## config.mk

```make
export PLATFORM = sky130hd
export DESIGN_NAME = coax_tx_scheduler_flat
export DESIGN_NICKNAME = d
export VERILOG_FILES = /design/src/rtl/coax_tx_scheduler_if.sv /design/src/rtl/coax_tx_scheduler.sv /design/src/flat_wrapper.sv
export SDC_FILE = /design/constraint.sdc
export NUM_CORES = 1
export LEC_CHECK = 0
export CORE_AREA = 2 2 58 60
export CTS_CLUSTER_SIZE = 30
export DETAILED_ROUTE_END_ITERATION = 8
export DIE_AREA = 0 0 60 62
export DONT_BUFFER_PORTS = 1
export GPL_TIMING_DRIVEN = 0
export PLACE_DENSITY_LB_ADDON = 0.2
export SLEW_MARGIN = 20
export SYNTH_ARGS = -nofsm -noshare
export SYNTH_HDL_FRONTEND = slang
export SYNTH_SLANG_ARGS = --single-unit
```

## constraint.sdc

```tcl
create_clock -name clk -period 4.8 [get_ports clk]
set_clock_uncertainty 0.2 [all_clocks]
set_input_delay 0.96 -clock clk [delete_from_list [all_inputs] [get_ports clk]]
set_output_delay 0.96 -clock clk [all_outputs]
set_load 0.005 [all_outputs]
```

## src/rtl/coax_tx_scheduler_if.sv

```systemverilog
// rtl/coax_tx_scheduler_if.sv - requester and transmitter signal bundle for coax_tx_scheduler
interface coax_tx_scheduler_if;
    logic       req0_valid;
    logic [9:0] req0_data;
    logic       req0_last;
    logic       req0_ready;
    logic       req1_valid;
    logic [9:0] req1_data;
    logic       req1_last;
    logic       req1_ready;
    logic [1:0] grant;
    logic       tx_start;
    logic [9:0] tx_data;
    logic       tx_data_valid;
    logic       tx_load;
    logic       tx_active;
    logic       busy;
    logic       underflow;

    modport master (
        input  req0_valid, req0_data, req0_last,
        input  req1_valid, req1_data, req1_last,
        input  tx_load, tx_active,
        output req0_ready, req1_ready, grant,
        output tx_start, tx_data, tx_data_valid,
        output busy, underflow
    );

    modport slave (
        output req0_valid, req0_data, req0_last,
        output req1_valid, req1_data, req1_last,
        output tx_load, tx_active,
        input  req0_ready, req1_ready, grant,
        input  tx_start, tx_data, tx_data_valid,
        input  busy, underflow
    );
endinterface

```

## src/rtl/coax_tx_scheduler.sv

```systemverilog
// rtl/coax_tx_scheduler.sv - two-requester frame scheduler for the coax transmitter (option macro: COAX_TX_SCHED_PRIORITY_EN)
module coax_tx_scheduler #(
    parameter int MAX_WORDS  = 64,
    parameter int GAP_CLOCKS = 16
) (
    input  logic                clk,
    input  logic                reset_n,
    coax_tx_scheduler_if.master bus
);
    localparam int CW = $clog2(MAX_WORDS + 1);
    localparam int GW = (GAP_CLOCKS > 1) ? $clog2(GAP_CLOCKS) : 1;
    localparam logic [CW-1:0] MAX_CNT  = CW'(MAX_WORDS);
    localparam logic [GW-1:0] GAP_LAST = GW'(GAP_CLOCKS - 1);

    typedef enum logic [2:0] {
        S_IDLE,
        S_FETCH,
        S_START,
        S_STREAM,
        S_DRAIN,
        S_GAP
    } state_t;

    state_t        state_q, state_d;
    logic [1:0]    grant_q, grant_d;
    logic [1:0]    ready_q, ready_d;
    logic          tx_start_q, tx_start_d;
    logic [9:0]    tx_data_q, tx_data_d;
    logic          tx_data_valid_q, tx_data_valid_d;
    logic          last_q, last_d;
    logic          end_capt_q, end_capt_d;
    logic          busy_q, busy_d;
    logic          underflow_q, underflow_d;
    logic [CW-1:0] cnt_q, cnt_d;
    logic [GW-1:0] gap_q, gap_d;
    logic          seen_active_q, seen_active_d;
    logic          sel_valid;
    logic [9:0]    sel_data;
    logic          sel_last;
    logic          pick1;
    logic [CW-1:0] cnt_inc;

    // Requester currently owning the frame.
    assign sel_valid = grant_q[1] ? bus.req1_valid : bus.req0_valid;
    assign sel_data  = grant_q[1] ? bus.req1_data  : bus.req0_data;
    assign sel_last  = grant_q[1] ? bus.req1_last  : bus.req0_last;
    assign cnt_inc   = cnt_q + CW'(1);

`ifdef COAX_TX_SCHED_PRIORITY_EN
    // Requester 0 wins whenever it is valid.
    assign pick1 = !bus.req0_valid;
`else
    logic rr_q, rr_d;

    // rr_q names the requester favoured when both are valid.
    assign pick1 = (bus.req0_valid && bus.req1_valid) ? rr_q : bus.req1_valid;
`endif

    // Frame sequencing, arbitration and holding-register control.
    always_comb begin
        state_d         = state_q;
        grant_d         = grant_q;
        ready_d         = 2'b00;
        tx_start_d      = 1'b0;
        tx_data_d       = tx_data_q;
        tx_data_valid_d = tx_data_valid_q;
        last_d          = last_q;
        end_capt_d      = end_capt_q;
        underflow_d     = 1'b0;
        cnt_d           = cnt_q;
        gap_d           = gap_q;
        seen_active_d   = seen_active_q;
`ifndef COAX_TX_SCHED_PRIORITY_EN
        rr_d            = rr_q;
`endif
        case (state_q)
            S_IDLE: begin
                if (bus.req0_valid || bus.req1_valid) begin
                    state_d = S_FETCH;
                    grant_d = pick1 ? 2'b10 : 2'b01;
                    ready_d = pick1 ? 2'b10 : 2'b01;
`ifndef COAX_TX_SCHED_PRIORITY_EN
                    rr_d    = !pick1;
`endif
                end
            end
            S_FETCH: begin
                tx_data_d       = sel_data;
                last_d          = sel_last;
                tx_data_valid_d = 1'b1;
                cnt_d           = CW'(1);
                end_capt_d      = sel_last || (MAX_WORDS == 1);
                tx_start_d      = 1'b1;
                state_d         = S_START;
            end
            S_START: begin
                tx_data_valid_d = 1'b0;
                seen_active_d   = 1'b0;
                state_d         = end_capt_q ? S_DRAIN : S_STREAM;
            end
            S_STREAM: begin
                if (bus.tx_active) begin
                    seen_active_d = 1'b1;
                end
                if (ready_q != 2'b00) begin
                    // Ready is out this cycle, so the requester word is taken now.
                    tx_data_d       = sel_data;
                    last_d          = sel_last;
                    tx_data_valid_d = 1'b1;
                    cnt_d           = cnt_inc;
                    end_capt_d      = sel_last || (cnt_inc == MAX_CNT);
                end else if (!bus.tx_load && !tx_data_valid_q && !end_capt_q && sel_valid) begin
                    ready_d = grant_q;
                end
                if (bus.tx_load) begin
                    if (tx_data_valid_q) begin
                        tx_data_valid_d = 1'b0;
                        if (last_q || (cnt_q == MAX_CNT)) begin
                            state_d = S_DRAIN;
                        end
                    end else begin
                        // A word captured in this same cycle is never offered.
                        tx_data_valid_d = 1'b0;
                        underflow_d     = 1'b1;
                        state_d         = S_DRAIN;
                    end
                end
            end
            S_DRAIN: begin
                if (bus.tx_active) begin
                    seen_active_d = 1'b1;
                end else if (seen_active_q) begin
                    state_d = S_GAP;
                    grant_d = 2'b00;
                    gap_d   = '0;
                end
            end
            S_GAP: begin
                if (gap_q == GAP_LAST) begin
                    state_d = S_IDLE;
                end else begin
                    gap_d = gap_q + GW'(1);
                end
            end
            default: begin
                state_d = S_IDLE;
                grant_d = 2'b00;
            end
        endcase
        busy_d = (state_d != S_IDLE);
    end

    // State and registered outputs.
    always_ff @(posedge clk or negedge reset_n) begin
        if (!reset_n) begin
            state_q         <= S_IDLE;
            grant_q         <= 2'b00;
            ready_q         <= 2'b00;
            tx_start_q      <= 1'b0;
            tx_data_q       <= '0;
            tx_data_valid_q <= 1'b0;
            last_q          <= 1'b0;
            end_capt_q      <= 1'b0;
            busy_q          <= 1'b0;
            underflow_q     <= 1'b0;
            cnt_q           <= '0;
            gap_q           <= '0;
            seen_active_q   <= 1'b0;
`ifndef COAX_TX_SCHED_PRIORITY_EN
            rr_q            <= 1'b0;
`endif
        end else begin
            state_q         <= state_d;
            grant_q         <= grant_d;
            ready_q         <= ready_d;
            tx_start_q      <= tx_start_d;
            tx_data_q       <= tx_data_d;
            tx_data_valid_q <= tx_data_valid_d;
            last_q          <= last_d;
            end_capt_q      <= end_capt_d;
            busy_q          <= busy_d;
            underflow_q     <= underflow_d;
            cnt_q           <= cnt_d;
            gap_q           <= gap_d;
            seen_active_q   <= seen_active_d;
`ifndef COAX_TX_SCHED_PRIORITY_EN
            rr_q            <= rr_d;
`endif
        end
    end

    assign bus.req0_ready    = ready_q[0];
    assign bus.req1_ready    = ready_q[1];
    assign bus.grant         = grant_q;
    assign bus.tx_start      = tx_start_q;
    assign bus.tx_data       = tx_data_q;
    assign bus.tx_data_valid = tx_data_valid_q;
    assign bus.busy          = busy_q;
    assign bus.underflow     = underflow_q;
endmodule

```

## src/flat_wrapper.sv

```systemverilog
// flat-port wrapper written by rule: the top's interface ports become plain ports
module coax_tx_scheduler_flat 
#(
    parameter int MAX_WORDS  = 64,
    parameter int GAP_CLOCKS = 16
)
  (clk, reset_n, bus_req0_valid, bus_req0_data, bus_req0_last, bus_req1_valid, bus_req1_data, bus_req1_last, bus_tx_load, bus_tx_active, bus_req0_ready, bus_req1_ready, bus_grant, bus_tx_start, bus_tx_data, bus_tx_data_valid, bus_busy, bus_underflow);
  coax_tx_scheduler_if bus_i ();
  input  logic clk;
  input  logic reset_n;
  input wire logic [$bits(bus_i.req0_valid)-1:0] bus_req0_valid;
  input wire logic [$bits(bus_i.req0_data)-1:0] bus_req0_data;
  input wire logic [$bits(bus_i.req0_last)-1:0] bus_req0_last;
  input wire logic [$bits(bus_i.req1_valid)-1:0] bus_req1_valid;
  input wire logic [$bits(bus_i.req1_data)-1:0] bus_req1_data;
  input wire logic [$bits(bus_i.req1_last)-1:0] bus_req1_last;
  input wire logic [$bits(bus_i.tx_load)-1:0] bus_tx_load;
  input wire logic [$bits(bus_i.tx_active)-1:0] bus_tx_active;
  output wire logic [$bits(bus_i.req0_ready)-1:0] bus_req0_ready;
  output wire logic [$bits(bus_i.req1_ready)-1:0] bus_req1_ready;
  output wire logic [$bits(bus_i.grant)-1:0] bus_grant;
  output wire logic [$bits(bus_i.tx_start)-1:0] bus_tx_start;
  output wire logic [$bits(bus_i.tx_data)-1:0] bus_tx_data;
  output wire logic [$bits(bus_i.tx_data_valid)-1:0] bus_tx_data_valid;
  output wire logic [$bits(bus_i.busy)-1:0] bus_busy;
  output wire logic [$bits(bus_i.underflow)-1:0] bus_underflow;
  assign bus_i.req0_valid = bus_req0_valid;
  assign bus_i.req0_data = bus_req0_data;
  assign bus_i.req0_last = bus_req0_last;
  assign bus_i.req1_valid = bus_req1_valid;
  assign bus_i.req1_data = bus_req1_data;
  assign bus_i.req1_last = bus_req1_last;
  assign bus_i.tx_load = bus_tx_load;
  assign bus_i.tx_active = bus_tx_active;
  assign bus_req0_ready = bus_i.req0_ready;
  assign bus_req1_ready = bus_i.req1_ready;
  assign bus_grant = bus_i.grant;
  assign bus_tx_start = bus_i.tx_start;
  assign bus_tx_data = bus_i.tx_data;
  assign bus_tx_data_valid = bus_i.tx_data_valid;
  assign bus_busy = bus_i.busy;
  assign bus_underflow = bus_i.underflow;
  coax_tx_scheduler #(.MAX_WORDS(MAX_WORDS), .GAP_CLOCKS(GAP_CLOCKS)) u_core (.clk(clk), .reset_n(reset_n), .bus(bus_i));
endmodule
```

* Word-level counts from Yosys, hierarchy flattened *
Index checks and enable logic that the tools add are counted.

storage, ports and cells
  register bits = 36
  bits in latches = 0
  memory bits (writable) = 0
  bits in read-only memories = 0
  output and inout bits = 18
  logic and storage cells = 101
  memories kept = 0

cells by class
  $add $sub $neg = 2
  multiply operators = 0
  div/mod/pow operators = 0
  magnitude comparators = 0
  equal/unequal tests = 15
  shifts and indexed selects = 0
  multiplexer cells = 43
  bitwise logic cells = 1
  reduce and logical (&&, ||, !) cells = 26

operators by type and width
  cell                   count
  $mux W3                8
  $mux W10               2
  $pmux W10 S2           1
  $pmux W3 S6            1
  $eq A7 B7 Y1 const B   2
  $mux W2                7
  $pmux W7 S2            1
  $mux W1                12
  $mux W4                3
  $ne A2 B1 Y1 const B   4
  $pmux W4 S2            1
  $reduce_and A2 Y1      4
  $reduce_and A4 Y1      2
  $reduce_bool A2 Y1     4
  $add A7 B1 Y7 const B  1
  $mux W7                1
  $eq A3 B2 Y1 const B   2
  $eq A3 B3 Y1 const B   2
  $pmux W1 S2            3
  $pmux W2 S3            1
  $reduce_bool A3 Y1     2
  $add A4 B1 Y4 const B  1
  $eq A4 B4 Y1 const B   1
  $logic_and A1 B1 Y1    4
  other kinds (11)       17

* Logic depth before layout (Yosys ltp) *
Gate-level depths: netlist of run 1.

  word-level depth = 7
  depth in mapped cells = 6

* Least setup slack after synthesis of run 1 *
OpenSTA, ideal clock, no wires.

  path type = input-to-reg
  from = in bus_tx_load
  to = reg u_core.busy_q (netlist: u_core.bus.busy)
  setup time = 0.140 ns
  arrival = 1.680 ns
  required time = 4.460 ns
  slack = 2.780 ns
  cell stages on the path = 4
  buffers on the path = 0
  cell sequence = nor4bb_1 > nand3_1 > a22oi_1 > nand4b_1

on the way
  longest elaborated chain between the ends = 3

ends and longest elaborated chain
  element                  RTL line                  RTL
  start: declaration       flat_wrapper.sv:17        input wire logic [$bits(bus_i.tx_load)-1:0] bus_tx_load;
  $mux W3                  coax_tx_scheduler.sv:115  if (bus.tx_load) begin
  $pmux W3 S6              coax_tx_scheduler.sv:76   case (state_q)
  $reduce_bool A3 Y1       coax_tx_scheduler.sv:150  busy_d = (state_d != S_IDLE);
  named net u_core.busy_d  coax_tx_scheduler.sv:32   logic busy_q, busy_d;
  end signal: assignment   coax_tx_scheduler.sv:181  busy_q <= busy_d;
  end: declaration         coax_tx_scheduler.sv:32

The timed path passes the listed nets, and every way through them passes these cells.
A chain may end at the register's enable or synchronous reset.

* Final worst setup path of run 1 *
  from = reg u_core.ready_q[1]
  to = reg u_core.tx_data_q[1] (netlist: u_core.bus.tx_data[1])

on the way
  longest elaborated chain between the ends = 3

ends and longest elaborated chain
  element                             RTL line                  RTL
  start: declaration                  coax_tx_scheduler.sv:26   logic [1:0] ready_q, ready_d;
  start signal: assignment            coax_tx_scheduler.sv:175  ready_q <= ready_d;
  $reduce_bool A2 Y1                  coax_tx_scheduler.sv:105  if (ready_q != 2'b00) begin
  $ne A2 B1 Y1 (no source line)       -
  $reduce_and A2 Y1 (no source line)  -
  end signal: assignment              coax_tx_scheduler.sv:177  tx_data_q <= tx_data_d;
  end: declaration                    coax_tx_scheduler.sv:28   logic [9:0] tx_data_q, tx_data_d;

No other way between the ends.

==> qor.csv, run 1 <==
stage;metric;value;unit
finish;ant diodes;0;
finish;final net count;231;
synthesis;Yosys cell types;44;
clocking;number of H-tree levels;2;
timing;final period utilization;0.415;
timing;min cycle time layout;1.99;ns
clocking;CTS tree;built;
placement;DP HPWL;2770;µm
route;1st-iter DRT viols;92;
grt;first-pass GRT wire length;5700;µm
timing;fin. max-slew vios;0;
synthesis;most frequent cell after synthesis;dfrtp_1;
setup_path;Critical-path top delay cell;nor2_1;
setup_path;WP data required;4.82;ns
run;max-cap viol count;0;
synthesis;sequential element share of the synthesized area;0.480;
die;Die ar.;3720;µm²
synthesis;Synth top cells by count;dfrtp_1 (36), nand2_1 (20), o21ai_0 (17);
clocking;CTS resizes;0;
timing;fmax;0.502;GHz
status;outcome;finished, final reports clean;
min_path;Worst Hold Class;in -> async;
setup_path;Max FO, Critical Path;10;
route;Detailed Routing Iterations Pass 1;4;
timing;Setup-failing EPs final;0;
route;drt drc;0;
grt;GRT Total Usage;0.211;
setup_path;Reg2Reg Depth;4;
clocking;CTS root buf;clkbuf_4;
setup_path;Worst Setup Start Kind;flip-flop;
synthesis;Synthesized Nets;224;
grt;global route overflow;0;
setup_path;CP Class;reg -> reg;
pwr;Tot Pwr;1190;µW
synthesis;number of synthesized flops with an enable pin;0;
synthesis;area leader, netlist;dfrtp_1;
finish;Core Util, Final;0.634;
grt;vias in the first global route;1313;
route;Vias;1495;
route;Detail Route Antenna Nets;0;
placement;placed instance area;1930;µm²
die;initial core utilization;0.590;
setup_path;cell family with the largest share of critical-path delay;compound AO/OA/AOI/OAI gates;
setup_path;Crit Reg-Reg Startpoint;u_core.ready_q[1]$_DFF_PN0_;
die;CORE AREA;3180;µm²
clocking;Worst-path clk slew;0.11;ns
timing;Worst-Margin Slew;0.573;ns
route;DR WL/cell;15.0;µm
clocking;CTS buffer count;5;
setup_path;cells along the critical path;nor2_1 -> a21o_1 -> clkbuf_1 -> o21ai_0;
synthesis;Synth area leaders;dfrtp_1 (48%), mux2i_1 (5.9%), o21ai_0 (4.5%), nand2_1 (4.0%), nor2_1 (2.8%);
timing;endpoints failing hold;0;
setup_path;CP peak stage delay;0.47;ns
die;die height;62;µm
setup_path;CP Buf/Inv Count;1;
synthesis;Cell Area, Synth;1880;µm²
timing;Fin Setup TNS;0;ns
setup_path;RR Endpoint;u_core.bus.tx_data[1]$_DFFE_PN0P_;
clocking;clk_lat worst skew;0.35;ns
grt;largest net degree at the start of global routing;37;
pwr;VDD IR max;0.000250;V
synthesis;Mapped Cells;193;
setup_path;endpoint type of the worst setup path;flip-flop;
die;Die Wd;60;µm
pwr;PwrDens;591;nW/µm²
synthesis;Yosys top cell area share;0.480;
clocking;clock sink total;36;
setup_path;FF-to-FF setup slack;2.81;ns
grt;number of antenna violations at the first check in global routing;0;
synthesis;Syn. warnings;0;
setup_path;Arr. time, crit path;2.02;ns
clocking;CTS Buffer Depth;2;
timing;final hold slack;0.0871;ns
die;row count;21;
clocking;postcts setup bufs;0;
route;vias per std cell;6.05;
finish;Area Growth Syn to Fin;7.33;%
placement;GPL Wtd Cong;0.860;
placement;PortBufs;0;
finish;share of layout cells above drive strength 1;0.104;
synthesis;post-synthesis register bit count;36;
timing;RSZ-0062 raised after global routing;no;
timing;Slew HR;0.617;
synthesis;Post-synth top flop;dfrtp_1;
synthesis;Syn Area/Cell;9.72;µm²
pwr;Lkg Pwr;0.000889;µW
route;Routed WL;3720;µm
synthesis;asr flop ratio synth;1.00;
clocking;Hold-fix buffers, CTS;0;
finish;finished layout cell area;2010;µm²
die;Boundary Pins;46;
[logic make-up (layout without fill, tap and decap cells)]
group	count (synthesis)	after routing	share of synthesized area
buffers and inverters	17	25	0.0447
flip-flops	36	36	0.480
adder cells (fa/ha/maj)	3	3	0.0200
multiplexers	13	13	0.0707
AO/OA/AOI/OAI	49	49	0.163
AND/OR/NAND/NOR	73	73	0.212
XOR/XNOR	2	2	0.00934
[where the power goes]
part           internal [µW]  switching, µW
registers                422           99.9
clock network            109            105
logic                    198            256
[per-stage QoR]
stage / cells / setup slack (ns)
2_1_floorplan: 193 / 2.78
3_3_place_gp: 239 / 2.58
3_5_place_dp: 239 / 2.59
4_1_cts: 247 / 2.79
5_1_grt: 247 / 2.61
6_report: 247 / 2.81
[worst reg2reg max path, stage by stage, from the launching register on]
cell	delay (ns)
dfrtp_1	0.42
nor2_1	0.47
a21o_1	0.32
clkbuf_1	0.30
o21ai_0	0.16
[cell type report]
type | count | area [µm²]
well taps | 46 | 57.6
clock buffers | 5 | 37.5
inverters | 10 | 37.5
plain buffers | 7 | 46.3
flip-flops and latches | 36 | 901
multi-input cells | 140 | 892
fillers | 267 | 1160
clock inverters | 3 | 42.5
[placed cells by master, fill, tap and decap left out, drive strengths merged, types with 4 or more instances in the layout]
cell type | netlist | layout
clkbuf | 1 | 6
nor3 | 4 | 4
a21oi | 10 | 10
o21ai | 19 | 19
nand3 | 8 | 8
nor2 | 14 | 14
inv | 10 | 10
mux2i | 11 | 11
buf | 6 | 6
nand2b | 4 | 4
nand2 | 20 | 20
dfrtp | 36 | 36
a22o | 5 | 5
[registers in the layout, indices dropped and copies added (netlist names)]
name	cells
u_core.bus.tx_data	10
u_core.cnt_q	7
u_core.gap_q	4
u_core.state_q	3
u_core.bus.grant	2
u_core.ready_q	2
u_core.bus.busy	1
u_core.bus.tx_data_valid	1
u_core.bus.tx_start	1
u_core.bus.underflow	1
u_core.end_capt_q	1
u_core.last_q	1
u_core.rr_q	1
u_core.seen_active_q	1
[worst max-delay path by stage]
stage,slack [ns],depth (start not counted),to,from
after floorplan,2.78,4,u_core.bus.busy$_DFF_PN0_,bus_tx_load
after global placement,2.58,4,u_core.bus.busy$_DFF_PN0_,bus_tx_load
final,2.81,4,u_core.bus.tx_data[1]$_DFFE_PN0P_,u_core.ready_q[1]$_DFF_PN0_
after detailed placement,2.59,4,u_core.bus.busy$_DFF_PN0_,bus_tx_load
after global routing,2.61,4,u_core.bus.tx_data[9]$_DFFE_PN0P_,u_core.ready_q[1]$_DFF_PN0_
after CTS,2.79,0,bus_tx_data_valid,u_core.bus.tx_data_valid$_DFFE_PN0P_
[routing by layer]
layer  global-route usage  vias to the layer above  routed length [µm]
li1                     -                      717                   -
met1                0.241                      701                1520
met2                0.360                       69                1840
met3               0.0642                        8                 275
met4                0.108                        0                  78
met5                    0                        -                   0
Note: power is estimated with default switching activity, not from simulation.
==> run 2: changes to the inputs <==
CORE_AREA = 2 2 61 63   (was 2 2 58 60)
DIE_AREA = 0 0 63 65   (was 0 0 60 62)
clock period = 1.8 ns   (was 4.8 ns; I/O delays follow)
==> run 2 against run 1 <==
- clock power rose to 2.7 times the previous value
- die area rose by 10%
- final cell count rose by 4.9%
- sequential share of layout area fell by 3.8 points
- worst setup slack got worse by 2.8 ns
- critical path depth did not move
- flip-flop and latch count did not move
- fmax rose by 13%
- hold slack got worse by 0.084 ns
- largest power group unchanged
==> qor.csv, run 2 (synthesized netlist as in run 1, its figures left out) <==
stage;metric;value;unit;change
min_path;Hold Startpoint;bus_req0_data[3];;
finish;final net count;241;;was 231
finish;most common cell after layout, fill and taps aside;dfrtp_1;;unchanged
finish;share of layout cells above drive strength 1;0.190;;was 0.104
route;Routed WL;4280;µm;was 3720 µm
setup_path;cell family with the largest share of critical-path delay;simple AND/OR/NAND/NOR gates;;was compound AO/OA/AOI/OAI gates
min_path;Hold Path Sink;u_core.bus.tx_data[3]$_DFFE_PN0P_;;
finish;max FFs per register;10;;unchanged
grt;met2 usage;0.362;;was 0.360
route;1st-iter DRT viols;81;;was 92
clocking;CTS Buffer Depth;2;;unchanged
setup_path;endpoint type of the worst setup path;flip-flop;;unchanged
setup_path;CP Buf/Inv Count;0;;was 1
finish;Fillers;308;;was 267
clocking;number of H-tree levels;2;;unchanged
setup_path;Worst Setup Start Kind;flip-flop;;unchanged
setup_path;Max FO, Critical Path;7;;was 10
setup_path;CP Class;reg -> reg;;unchanged
timing;endpoints failing hold;0;;unchanged
setup_path;WP data required;1.89;ns;was 4.82 ns
route;drt drc;0;;unchanged
timing;Worst-Margin Slew;0.392;ns;was 0.573 ns
setup_path;Crit Reg-Reg Startpoint;u_core.cnt_q[4]$_DFFE_PN0P_;;was u_core.ready_q[1]$_DFF_PN0_
timing;min cycle time layout;1.77;ns;was 1.99 ns
setup_path;CP peak stage delay;0.52;ns;was 0.47 ns
clocking;Worst-path clk slew;0.12;ns;was 0.11 ns
setup_path;Critical-path top delay cell;dfrtp_1;;was nor2_1
placement;dpl cells;241;;was 239
clocking;CTS buffer count;5;;unchanged
grt;global route overflow;0;;unchanged
pwr;Lkg Pwr;0.000949;µW;was 0.000889 µW
route;Vias;1527;;was 1495
die;Die ar.;4100;µm²;was 3720 µm²
placement;PortBufs;0;;unchanged
grt;vias in the first global route;1430;;was 1313
pwr;PwrDens;1530;nW/µm²;was 591 nW/µm²
clocking;clock sink total;36;;unchanged
finish;register area;903;µm²;was 901 µm²
route;DR WL/cell;16.5;µm;was 15.0 µm
die;initial core utilization;0.537;;was 0.590
timing;Slew HR;0.738;;was 0.617
finish;ant diodes;0;;unchanged
pwr;Tot Pwr;3390;µW;was 1190 µW
finish;fin cells;259;;was 247
clocking;CTS root buf;clkbuf_4;;unchanged
grt;busiest grt layer;met2;;unchanged
die;Boundary Pins;46;;unchanged
setup_path;FF-to-FF setup slack;0.03;ns;was 2.81 ns
timing;Setup-failing EPs final;0;;unchanged
min_path;Worst Hold Class;in -> reg;;was in -> async
route;Detail Route Antenna Nets;0;;unchanged
finish;Area Growth Syn to Fin;17.7;%;was 7.33%
timing;fmax;0.566;GHz;was 0.502 GHz
timing;final period utilization;0.982;;was 0.415
finish;Core Util, Final;0.632;;was 0.634
route;vias per std cell;5.90;;was 6.05
status;outcome;finished, final reports clean;;unchanged
clocking;clk_lat worst skew;0.35;ns;about the same
setup_path;Reg2Reg Depth;4;;unchanged
min_path;depth of the worst hold-timing path;2;;
route;Detailed Routing Iterations Pass 1;7;;was 4
grt;M3 GR Usage;0.0712;;was 0.0642
finish;finished layout cell area;2210;µm²;was 2010 µm²
grt;largest net degree at the start of global routing;37;;unchanged
pwr;VDD IR max;0.000816;V;was 0.000250 V
placement;DP HPWL;2860;µm;was 2770 µm
placement;GPL Wtd Cong;0.870;;was 0.860
grt;GRT Total Usage;0.216;;was 0.211
setup_path;cells along the critical path;nand3_2 -> or4_1 -> o311ai_1 -> a22o_1;;was nor2_1 -> a21o_1 -> clkbuf_1 -> o21ai_0
placement;placed instance area;1940;µm²;was 1930 µm²
die;Die Wd;63;µm;was 60 µm
setup_path;RR Endpoint;u_core.end_capt_q$_DFFE_PN0P_;;was u_core.bus.tx_data[1]$_DFFE_PN0P_
finish;area of the multi-input gates;971;µm²;was 892 µm²
setup_path;Arr. time, crit path;1.86;ns;was 2.02 ns
timing;Fin Setup TNS;0;ns;unchanged
setup_path;CP Launch Point;u_core.cnt_q[4]$_DFFE_PN0P_;;was u_core.ready_q[1]$_DFF_PN0_
finish;most frequent cells in the layout;dfrtp_1 (34), nand2_1 (20), o21ai_0 (17), nor2_1 (12), mux2i_1 (11);;was dfrtp_1 (36), nand2_1 (20), o21ai_0 (17), nor2_1 (14), mux2i_1 (11)
die;die height;65;µm;was 62 µm
grt;first-pass GRT wire length;6730;µm;was 5700 µm
clocking;CTS tree;built;;unchanged
die;CORE AREA;3500;µm²;was 3180 µm²
grt;number of antenna violations at the first check in global routing;0;;unchanged
run;max-cap viol count;0;;unchanged
die;row count;22;;was 21
timing;fin. max-slew vios;0;;unchanged
grt;GR Layer Usage met1;0.265;;was 0.241
[run 2: layout make-up]
class | instances | share of cell area
Clock inverter | 3 | 0.0193
Sequential cell | 36 | 0.409
Multi-Input combinational cell | 140 | 0.440
Tap cell | 48 | 0.0272
Timing Repair Buffer | 10 | 0.0453
Clock buffer | 5 | 0.0170
Inverter | 10 | 0.0170
Buffer | 7 | 0.0255
[run 2: where the power goes]
part           switching [µW]  leakage (µW)  total, µW  internal, µW
Clock                     286     0.0000412        575           290
Combinational             763      0.000458       1390           627
Sequential                294      0.000450       1420          1130
Total                    1340      0.000949       3390          2050
[run 2: per-stage QoR]
step	hold slack, ns	worst slack (ns)
floorplan	-0.136	0.118
global placement	-0.135	-0.0969
detailed placement	-0.135	-0.176
CTS	0.000213	0.0190
global route	0.00541	-0.0285
finish	0.00287	0.0325
[run 2: timing repair]
action / in CTS / in global routing
hold buffers: 6 / 0
endpoints found under the hold margin: 43 / 0
endpoints found under the setup margin: 12 / 20
pin swaps: 0 / 3
buffers inserted: 0 / 4
resized for setup: 5 / 17
[run 2: worst reg2reg max path: stages, from the launching register on]
cell,delay [ns]
dfrtp_1,0.52
nand3_2,0.18
or4_1,0.51
o311ai_1,0.12
a22o_1,0.19
[run 2: layer usage]
| metal | vias to the layer above | part of all wire |
|---|---|---|
| met4 | 0 | 0.014 |
| met2 | 56 | 0.47 |
| li1 | 725 | - |
| met1 | 738 | 0.44 |
| met5 | - | 0 |
| met3 | 8 | 0.076 |
[run 2: how the worst max path moves through the flow]
| stage | endpoint | slack [ns] | depth (start not counted) |
|---|---|---|---|
| after global placement | u_core.bus.tx_data[9]$_DFFE_PN0P_ | -0.1 | 4 |
| after CTS | u_core.cnt_q[6]$_DFFE_PN0P_ | 0.02 | 6 |
| after global routing | u_core.bus.busy$_DFF_PN0_ | -0.03 | 4 |
| final | u_core.end_capt_q$_DFFE_PN0P_ | 0.03 | 4 |
| after detailed placement | u_core.bus.tx_data[8]$_DFFE_PN0P_ | -0.18 | 4 |
| after floorplan | u_core.cnt_q[3]$_DFFE_PN0P_ | 0.12 | 6 |
